[src/rtl/sync_down_counter.sv]
// ---------------------------------------------------------------------------
// sync_down_counter
//   Synchronous, loadable N-bit down counter / timer. A load latches a start
//   value into the count and into a reload register. The count then
//   decrements on every enabled clock. A one-cycle terminal-count pulse is
//   produced on the edge that takes the count from 1 to 0. With auto-reload
//   set, the counter restarts from the reload register and keeps running.
//   This makes it a periodic tick generator.
//
//   Optional feature macro: SYNC_DOWN_CNT_STICKY_EN
//     When defined, the block adds a sticky terminal-count flag.
//     o_tc_sticky is set whenever tc is set and is cleared by i_tc_clr.
//     If set and clear happen in the same cycle, set wins.
//
// Ports
//   i_clk          in   1  clock, all state updates on the rising edge
//   i_rst          in   1  synchronous active-high reset (overrides all)
//   i_load         in   1  load strobe (priority over i_en)
//   i_load_val     in   N  start / reload value
//   i_en           in   1  count enable (used only while running)
//   i_auto_reload  in   1  1: reload at terminal count, 0: stop in DONE
//   i_tc_clr       in   1  sticky clear (only with SYNC_DOWN_CNT_STICKY_EN)
//   o_q            out  N  current count (registered)
//   o_tc           out  1  terminal-count pulse (registered, 1 cycle)
//   o_busy         out  1  high while in RUN
//   o_done         out  1  high while in DONE
//   o_tc_sticky    out  1  sticky tc flag (only with SYNC_DOWN_CNT_STICKY_EN)
// ---------------------------------------------------------------------------
module sync_down_counter #(
   parameter int N = 4
) (
   input  logic         i_clk,
   input  logic         i_rst,
   input  logic         i_load,
   input  logic [N-1:0] i_load_val,
   input  logic         i_en,
   input  logic         i_auto_reload,
`ifdef SYNC_DOWN_CNT_STICKY_EN
   input  logic         i_tc_clr,
   output logic         o_tc_sticky,
`endif
   output logic [N-1:0] o_q,
   output logic         o_tc,
   output logic         o_busy,
   output logic         o_done
);

   typedef enum logic [1:0] {
      ST_IDLE = 2'd0,
      ST_RUN  = 2'd1,
      ST_DONE = 2'd2
   } state_t;

   localparam logic [N-1:0] ZERO = {N{1'b0}};
   localparam logic [N-1:0] ONE  = {{(N-1){1'b0}}, 1'b1};

   state_t       r_state;
   logic [N-1:0] r_q;
   logic [N-1:0] r_reload;
   logic         r_tc;

   state_t       w_state_nxt;
   logic [N-1:0] w_q_nxt;
   logic [N-1:0] w_reload_nxt;
   logic         w_tc_nxt;

   // Next-state, next-count and terminal-count decode
   always_comb begin
      w_state_nxt  = r_state;
      w_q_nxt      = r_q;
      w_reload_nxt = r_reload;
      w_tc_nxt     = 1'b0;

      if (i_load) begin
         // A load never decrements. A zero load parks in IDLE without a pulse.
         w_q_nxt      = i_load_val;
         w_reload_nxt = i_load_val;
         if (i_load_val != ZERO) begin
            w_state_nxt = ST_RUN;
         end else begin
            w_state_nxt = ST_IDLE;
         end
      end else begin
         case (r_state)
            ST_RUN: begin
               if (i_en) begin
                  if (r_q > ONE) begin
                     w_q_nxt = r_q - ONE;
                  end else if (r_q == ONE) begin
                     w_tc_nxt = 1'b1;
                     if (i_auto_reload) begin
                        w_q_nxt     = r_reload;
                        w_state_nxt = ST_RUN;
                     end else begin
                        w_q_nxt     = ZERO;
                        w_state_nxt = ST_DONE;
                     end
                  end else begin
                     // Zero count while running is unreachable. Recover to
                     // IDLE rather than underflowing.
                     w_q_nxt     = ZERO;
                     w_state_nxt = ST_IDLE;
                  end
               end else begin
                  w_q_nxt = r_q;
               end
            end
            ST_IDLE: begin
               w_q_nxt = r_q;
            end
            ST_DONE: begin
               w_q_nxt = r_q;
            end
            default: begin
               // Illegal state encoding: return to a safe idle.
               w_q_nxt     = ZERO;
               w_state_nxt = ST_IDLE;
            end
         endcase
      end
   end

   // State, count, reload and tc registers with synchronous reset
   always_ff @(posedge i_clk) begin
      if (i_rst) begin
         r_state  <= ST_IDLE;
         r_q      <= ZERO;
         r_reload <= ZERO;
         r_tc     <= 1'b0;
      end else begin
         r_state  <= w_state_nxt;
         r_q      <= w_q_nxt;
         r_reload <= w_reload_nxt;
         r_tc     <= w_tc_nxt;
      end
   end

`ifdef SYNC_DOWN_CNT_STICKY_EN
   logic r_tc_sticky;

   // Sticky terminal-count flag; a new tc beats a simultaneous clear
   always_ff @(posedge i_clk) begin
      if (i_rst) begin
         r_tc_sticky <= 1'b0;
      end else if (w_tc_nxt) begin
         r_tc_sticky <= 1'b1;
      end else if (i_tc_clr) begin
         r_tc_sticky <= 1'b0;
      end else begin
         r_tc_sticky <= r_tc_sticky;
      end
   end

   assign o_tc_sticky = r_tc_sticky;
`endif

   assign o_q    = r_q;
   assign o_tc   = r_tc;
   assign o_busy = (r_state == ST_RUN);
   assign o_done = (r_state == ST_DONE);

endmodule

[config.mk]
export PLATFORM = sky130hd
export DESIGN_NAME = sync_down_counter
export DESIGN_NICKNAME = d
export VERILOG_FILES = /design/src/rtl/sync_down_counter.sv
export SDC_FILE = /design/constraint.sdc
export NUM_CORES = 1
export LEC_CHECK = 0
export CAP_MARGIN = 20
export CORE_MARGIN = 5
export CORE_UTILIZATION = 30
export CTS_BUF_LIST = sky130_fd_sc_hd__clkbuf_8
export DETAILED_ROUTE_END_ITERATION = 10
export PLACE_DENSITY = 0.61
export SKIP_CTS_REPAIR_TIMING = 1
export SYNTH_ARGS = -nofsm -noshare
export SYNTH_HDL_FRONTEND = slang
export SYNTH_SLANG_ARGS = --single-unit
[constraint.sdc]
create_clock -name i_clk -period 2.1 [get_ports i_clk]
set_clock_uncertainty 0.1 [all_clocks]
set_input_delay 0.315 -clock i_clk [delete_from_list [all_inputs] [get_ports i_clk]]
set_output_delay 0.315 -clock i_clk [all_outputs]
set_load 0.05 [all_outputs]
After elaboration in Yosys (flattened, before gate mapping). Index checks and enable logic that the tools add are counted.

Bits in latches: 0. Bits of input ports: 9. Bits in registers: 11. Memories: 0. Logic and storage cells: 34. Memory bits (read-only): 0. Bits in writable memories: 0.

Mux-type cells: 14. Equal/unequal tests: 6. Reductions and logical operators: 6. Multipliers: 0. Bitwise logic cells: 2. Magnitude comparators: 1. Shifts and indexed selects: 0. Div/mod/pow operators: 0. Add/subtract/negate cells: 1.

Operators with widths (number): 2-to-1 mux 4 bit (5); 2-to-1 mux 2 bit (5); one-hot mux 4 bit (2 select lines) (1); != test 3 bit (second input constant) (2); OR reduction 5 bit (1); equality test 4 x 1 -> 1 bit (second input constant) (1); > comparator 4 x 1 -> 1 bit (second input constant) (1); one-hot mux 2 bit (2 select lines) (1); nonzero test 4 bit (1); subtractor 4 x 1 -> 4 bit (second input constant) (1); AND reduction 3 bit (1); equality test 2 x 1 -> 1 bit (second input constant) (1); equality test 2 bit (second input constant) (1); zero test 2 bit (1); 2-to-1 mux 1 bit (2); != test 2 x 1 -> 1 bit (second input constant) (1); NOT 1 bit (2); AND reduction 2 bit (1); OR reduction 2 bit (1).

Depth between registers and ports, before layout. Gate-level depths: netlist of run 1.

Depth after elaboration: 6. Mapped depth: 6.

Worst setup path after synthesis of run 1. OpenSTA, ideal clock, no wires.

Path kind: reg2reg. From: register r_q[1], in the netlist o_q[1]. To: register r_q[1], in the netlist o_q[1]. Library setup time: 0.091 ns. Arrival time: 1.852 ns. Slack: 0.057 ns. Path buffers: 0. Stages on the path, launching flop included: 7. Clock period less this slack: 2.043 ns. Data required time: 1.909 ns. Cell sequence: dfxtp_1 -> inv_1 -> ha_1 -> nor2_1 -> nor3_1 -> or3_2 -> a311oi_1.

Cells in the longest elaborated chain, start to end: 6. Elaborated cells between the ends (all ways): 8. Classes of those cells: add/sub: 1; order compare: 1; eq/ne: 1; mux: 5.

Ends and longest elaborated chain: start, declared (RTL line 58) `logic [N-1:0] r_q;`; start signal, assigned (RTL line 132) `r_q <= w_q_nxt;`; branches (longest 2 deep; another with subtractor 4 x 1 -> 4 bit); 2-to-1 mux 4 bit (*) (RTL line 87) `if (r_q > ONE) begin`; 2-to-1 mux 4 bit (*) (RTL line 86) `if (i_en) begin`; one-hot mux 4 bit (2 select lines) (*) (RTL line 84) `case (r_state)`; 2-to-1 mux 4 bit (*) (RTL line 74) `if (i_load) begin`.

Mark *: on every way between the ends. The select of a mux whose other input is x is not followed. A chain may end at the register's enable or synchronous reset.

Worst setup path after layout of run 1.
From: register r_q[2], in the netlist o_q[2]. To: output port o_q[2].

RTL lines: end, declared (RTL line 42) `output logic [N-1:0] o_q,`.

No word-level cell between the ends.

==> results.md, run 1 <==
* Sinks on Clock Net at 11
* TritonCTS clock tree: done
* Final non-filler cell total at 127
* Filler instances at 228
* Count of cell types in the netlist at 36
* Number of global-route vias before repair at slightly below 600
* Number of synthesis warnings at 0
* Mapped Nets at 91
* Post-Synth Adder-Cell Area at ~3.8%
* Area overhead of the layout relative to synthesis at 33.1%
* Lkg Pwr at 0.339 nW
* Worst setup SP type: flip-flop
* Port Buffers at 15
* Row Count at 17
* Fmax at 501 MHz
* Proportion of synthesized flip-flops having asynchronous set or reset at 0%
* Count of pins on the block boundary at 16
* Max-Slew Margin vs Limit at 63.2%
* Share of the synthesized area in compound gates (AO/OA/AOI/OAI) at roughly 24%
* Final worst-path cycle share at approximately 95%
* Sequential area share after synthesis at 33.3%
* Power after layout at 0.000582 W
* Clock insertion delay at the later pin of the skew report at 0.24 ns
* Critical-path top delay cell: sky130_fd_sc_hd__clkdlybuf4s50_1
* Final count of hold timing violations at 0
* Number of diodes at 0
* Final routed DRC violation total at 0
* Per-cell via count in the routed design at 5.28
* Crit path buffers/inverters at 1
* Number of max-cap violations at 0
* Number of search-and-repair iterations in the first detailed-routing pass at 5
* Die Y at 56.9 um
* Main area contributors after synthesis: sky130_fd_sc_hd__dfxtp_1 33%, sky130_fd_sc_hd__a21oi_1 6.1%, sky130_fd_sc_hd__nor2_1 5.7%, sky130_fd_sc_hd__mux2i_1 4.5%, sky130_fd_sc_hd__ha_1 3.8%
* Estimated wirelength of the detail-placed design at about 1200 um
* Clock transition at path regs at around 0.050 ns
* Area of the core at 2150 um2
* Most frequent cells in the layout: 13 x sky130_fd_sc_hd__clkdlybuf4s50_1, 11 x sky130_fd_sc_hd__dfxtp_1, 10 x sky130_fd_sc_hd__nor2_1, 8 x sky130_fd_sc_hd__a21oi_1, 6 x sky130_fd_sc_hd__inv_1
* Biggest area consumer among synthesized cells: sky130_fd_sc_hd__dfxtp_1
* PD cells at ~660 nW/um2
* Xor/xnor share of the synthesized area at 0%
* Number of flops mapped to enable cells by yosys at 0
* Synthesized area per cell at 8.26 um2
* Most instantiated flip-flop cell in the synthesis netlist: sky130_fd_sc_hd__dfxtp_1
* Transition at the pin with the smallest max-transition slack at around 0.55 ns
* Synthesis-stage register bit count at 11
* Run status: finished, final reports clean
* TritonCTS Buffers at 3
* Largest stage delay on the critical path at 0.86 ns
* Fraction of layout cells with a size suffix above 1 at 12.1%
* Critical path endpoint category: primary output
* Setup repair after global routing missed its margin: false
* Inst Count DP at around 120
* Area of the mapped netlist at 661 um2
* Time the worst path needs with I/O delays and setup at between 1.5 and 2 ns
* Cell family with the largest share of critical-path delay: buffers and inverters
* Initial antenna violation count at 0
* Overall die area at between 3000 and 4000 um2
* Wire length of the first global-routing pass at 2730 um
* Post-detailed-route wirelength per cell at 13.1 um
* Root buffer cell: sky130_fd_sc_hd__clkbuf_8
* Setup tns final at 0 ns
* Global Route Usage Sum at 11.1%
* Combinational family with the most area after synthesis: simple AND/OR/NAND/NOR gates
* Mux share of post-synthesis cell area at under 10%
* H-Tree Level Count at 1
* Proportion of netlist area held by the largest area contributor at 33.3%
* Number of buffers between clock root and the deepest sink at 2
* Final net count at 111
* Worst Hold Class: reg2reg
* Area fraction in and, or, nand and nor cells after synthesis at 27.1%
* Arrival time at the worst endpoint at about 1.6 ns
* Cell count after synthesis at 80
* Worst path required time at 1.68 ns
* Peak supply drop at 0.000249 V
* Routed Antenna Nets at 0
* Final Max Slew Viols at 0
* Number of violations reported at the end of detailed-routing iteration 0 at 42
* Total Routed Length at approximately 1700 um
* Most common cell after layout, fill and taps aside: sky130_fd_sc_hd__clkdlybuf4s50_1
* Pin count of the biggest net entering global routing at 20
* Crit path max fanout at 9
* Worst setup path category: reg2out
* Gr ovfl total at 0
* Die extent in x at 56.9 um
* Final-report setup violation count at 0
* Cell-by-cell listing of the critical path: clkdlybuf4s50_1
* RePlAce Congestion at around 0.83
* Via total after detailed routing at 671
* Initial core utilization at 30.8%
## Yosys cell counts, types with 2 or more instances
library cell and count:
sky130_fd_sc_hd__a211oi_1 2, sky130_fd_sc_hd__a21oi_1 8, sky130_fd_sc_hd__a311oi_1 2, sky130_fd_sc_hd__dfxtp_1 11
sky130_fd_sc_hd__ha_1 2, sky130_fd_sc_hd__inv_1 5, sky130_fd_sc_hd__mux2i_1 3, sky130_fd_sc_hd__nand2_1 5
sky130_fd_sc_hd__nand2b_1 2, sky130_fd_sc_hd__nor2_1 10, sky130_fd_sc_hd__nor3_1 2, sky130_fd_sc_hd__o21ai_0 4
## layout make-up
type                    count  area (um2)  area share (%)
clock buffers               3        41.3            4.69
inverters                   5        18.8            2.13
repair buffers             18         168            19.1
flip-flops and latches     11         220            25.0
multi-input cells          61         393            44.7
clock inverters             1        3.75           0.427
well taps                  28        35.0            3.98
## worst paths after layout
kind                            depth (start not counted)  slack [ns]         from          end
worst max-delay path                                    1        0.10       o_q[2]       o_q[2]
worst min-delay path                                    2        0.39  r_reload[3]  r_reload[3]
worst max register to register                          6        0.20       o_q[0]       o_q[1]
worst min register to register                          2        0.39  r_reload[3]  r_reload[3]
## kinds of logic after synthesis
kind of cell,after synthesis
AND/OR/NAND/NOR,32
adder cells (fa/ha/maj),2
AO/OA/AOI/OAI,24
buffers and inverters,8
multiplexers,3
flip-flops,11
## flip-flops by register name (all words and copies together) (netlist names)
| name | cells |
|---|---|
| r_reload | 4 |
| r_state | 2 |
| o_tc | 1 |
| o_q | 4 |
## metal layers
layer,wire length (um),part of all wire [%],up-vias,track usage (%)
met5,0,0,-,0
met4,31,1.9,0,7.95
met3,108,6.5,3,2.30
met2,822,49,35,17.8
met1,701,42,303,13.1
li1,-,-,330,-
## metrics by stage
stage          hold slack (ns)  util [%]  area [um2]  setup WS (ns)
2_1_floorplan            0.317         -         661         0.0575
3_3_place_gp             0.369      38.8         835          0.233
3_5_place_dp             0.377      38.8         835          0.179
4_1_cts                  0.386      40.9         880          0.100
5_1_grt                  0.418      40.9         880         0.0521
6_report                 0.388      40.9         880          0.103
## where the power goes
group | total, W | internal (W) | switching (W)
Clock | 0.000212 | 0.000129 | 0.0000830
Combinational | 0.000136 | 0.0000579 | 0.0000779
Sequential | 0.000235 | 0.000221 | 0.0000138
Note: power is estimated with default switching activity, not from simulation.
==> run 2: changes to the inputs <==
--- a/config.mk
+++ b/config.mk
@@ -6,7 +6,7 @@
 export NUM_CORES = 1
 export LEC_CHECK = 0
 export CAP_MARGIN = 20
-export CORE_MARGIN = 5
+export CORE_MARGIN = 2
 export CORE_UTILIZATION = 30
 export CTS_BUF_LIST = sky130_fd_sc_hd__clkbuf_8
 export DETAILED_ROUTE_END_ITERATION = 10
==> results.md, run 2 (synthesis results as in run 1) <==
* Worst setup SP type: flip-flop
* TritonCTS clock tree: done
* Estimated wirelength of the detail-placed design at 1210 um
* Overall die area at 2590 um2
* Initial antenna violation count at 0
* Number of diodes at 0
* Area of the core at between 2000 and 2500 um2
* Row Count at 16
* Clock insertion delay at the later pin of the skew report at 0.24 ns
* Final net count at 113
* Area overhead of the layout relative to synthesis at 35.2%
* Arrival time at the worst endpoint at ~1.6 ns
* Fmax at approximately 500 MHz
* Worst reg2reg path startpoint: o_q[0]
* PD cells at 658 nW/um2
* Critical path endpoint category: primary output
* Lkg Pwr at 0.349 nW
* Clock transition at path regs at 0.05 ns
* Per-cell via count in the routed design at 5.13
* Cell depth of the worst min-delay path at 2
* Run status: finished, final reports clean
* Most frequent cells in the layout: 13 x sky130_fd_sc_hd__clkdlybuf4s50_1, 11 x sky130_fd_sc_hd__dfxtp_1, 10 x sky130_fd_sc_hd__nor2_1, 8 x sky130_fd_sc_hd__a21oi_1, 7 x sky130_fd_sc_hd__buf_4
* Die Y at about 51 um
* Sequential cell area at 220 um2
* Worst setup path category: reg2out
* Final count of hold timing violations at 0
* Max-Slew Margin vs Limit at 66.7%
* Transition at the pin with the smallest max-transition slack at 0.494 ns
* Final worst-path cycle share at 94.7%
* Root buffer cell: sky130_fd_sc_hd__clkbuf_8
* Filler instances at just over 200
* Area of placed instances at 848 um2
* Routed Antenna Nets at 0
* Crit path max fanout at 8
* Most common cell after layout, fill and taps aside: sky130_fd_sc_hd__clkdlybuf4s50_1
* Count of pins on the block boundary at 16
* Port Buffers at 15
* Critical-path top delay cell: sky130_fd_sc_hd__clkdlybuf4s50_1
* Number of global-route vias before repair at 619
* Multi-input logic area at 393 um2
* Pin count of the biggest net entering global routing at 13
* Final Max Slew Viols at 0
* Final core utilization at approximately 44%
* Fraction of layout cells with a size suffix above 1 at 13.9%
* Number of buffers between clock root and the deepest sink at 2
* Hold EP: o_q[1]
* Final-report setup violation count at 0
* Wire length of the first global-routing pass at 2750 um
* Reg2Reg Setup Slack at 0.24 ns
* Setup repair after global routing missed its margin: false
* RePlAce Congestion at 0.833
* Number of search-and-repair iterations in the first detailed-routing pass at 4
* Gr ovfl total at 0
* Peak supply drop at between 0.0004 and 0.0005 V
* Largest stage delay on the critical path at 0.86 ns
* Cell-by-cell listing of the critical path: clkdlybuf4s50_1
* Sinks on Clock Net at 11
* H-Tree Level Count at 1
* Global Route Usage Sum at 14.3%
* Worst path required time at 1.68 ns
* Worst Hold Class: reg2reg
* Start point of the worst hold path: r_reload[1]
* Initial core utilization at about a third
* Worst r2r path cells at 6
* TritonCTS Buffers at 3
* Total Routed Length at 1680 um
* Setup tns final at 0 ns
* Post-detailed-route wirelength per cell at about 13 um
* Number of violations reported at the end of detailed-routing iteration 0 at 19
* Die extent in x at 50.9 um
* Final routed DRC violation total at 0
* Cell family with the largest share of critical-path delay: buffers and inverters
* Via total after detailed routing at around 660
* Final worst hold slack at roughly 0.38 ns
* Post-Layout Inst Area at 893 um2
* Reg-to-reg endpoint: o_q[1]
* Crit path buffers/inverters at 1
* Time the worst path needs with I/O delays and setup at 1.99 ns
* Number of max-cap violations at 0
==> run 2: worst max path at each step <==
stage / startpoint / to / slack (ns) / cells past startpoint
3_5_place_dp: i_en / o_q[2] / 0.24 / 6
4_1_cts: o_q[3] / o_q[3] / 0.13 / 1
2_1_floorplan: o_q[1] / o_q[1] / 0.06 / 6
6_report: o_q[3] / o_q[3] / 0.11 / 1
3_3_place_gp: i_en / o_q[2] / 0.23 / 6
5_1_grt: o_q[3] / o_q[3] / 0.07 / 1
==> run 2: per-layer routing <==
layer | routed length [um] | track usage, % | part of all wire [%]
met3 | 99 | 5.56 | 5.9
met5 | 0 | 0 | 0
met2 | 768 | 21.9 | 46
met1 | 786 | 17.8 | 47
met4 | 27 | 5.86 | 1.6
==> run 2: report_power, final <==
part | switching, W | total, W | internal (W) | leakage, nW
registers | 0.0000138 | 0.000235 | 0.000221 | 0.0905
logic | 0.0000792 | 0.000140 | 0.0000607 | 0.231
clock network | 0.0000848 | 0.000214 | 0.000129 | 0.0269
==> run 2: cell type report <==
type / instances / area share, %
clock buffers: 3 / 4.62
clock inverters: 1 / 0.420
inverters: 5 / 2.10
multi-input cells: 61 / 44.0
flip-flops and latches: 11 / 24.6
well taps: 27 / 3.78
repair buffers: 20 / 20.4
==> run 2: per-stage QoR <==
stage | total power [W] | setup WS [ns] | std cells
floorplan | 0.000325 | 0.0575 | 80
global placement | 0.000377 | 0.230 | 124
detailed placement | 0.000376 | 0.243 | 124
CTS | 0.000593 | 0.125 | 128
global route | 0.000614 | 0.0731 | 128
finish | 0.000588 | 0.111 | 128
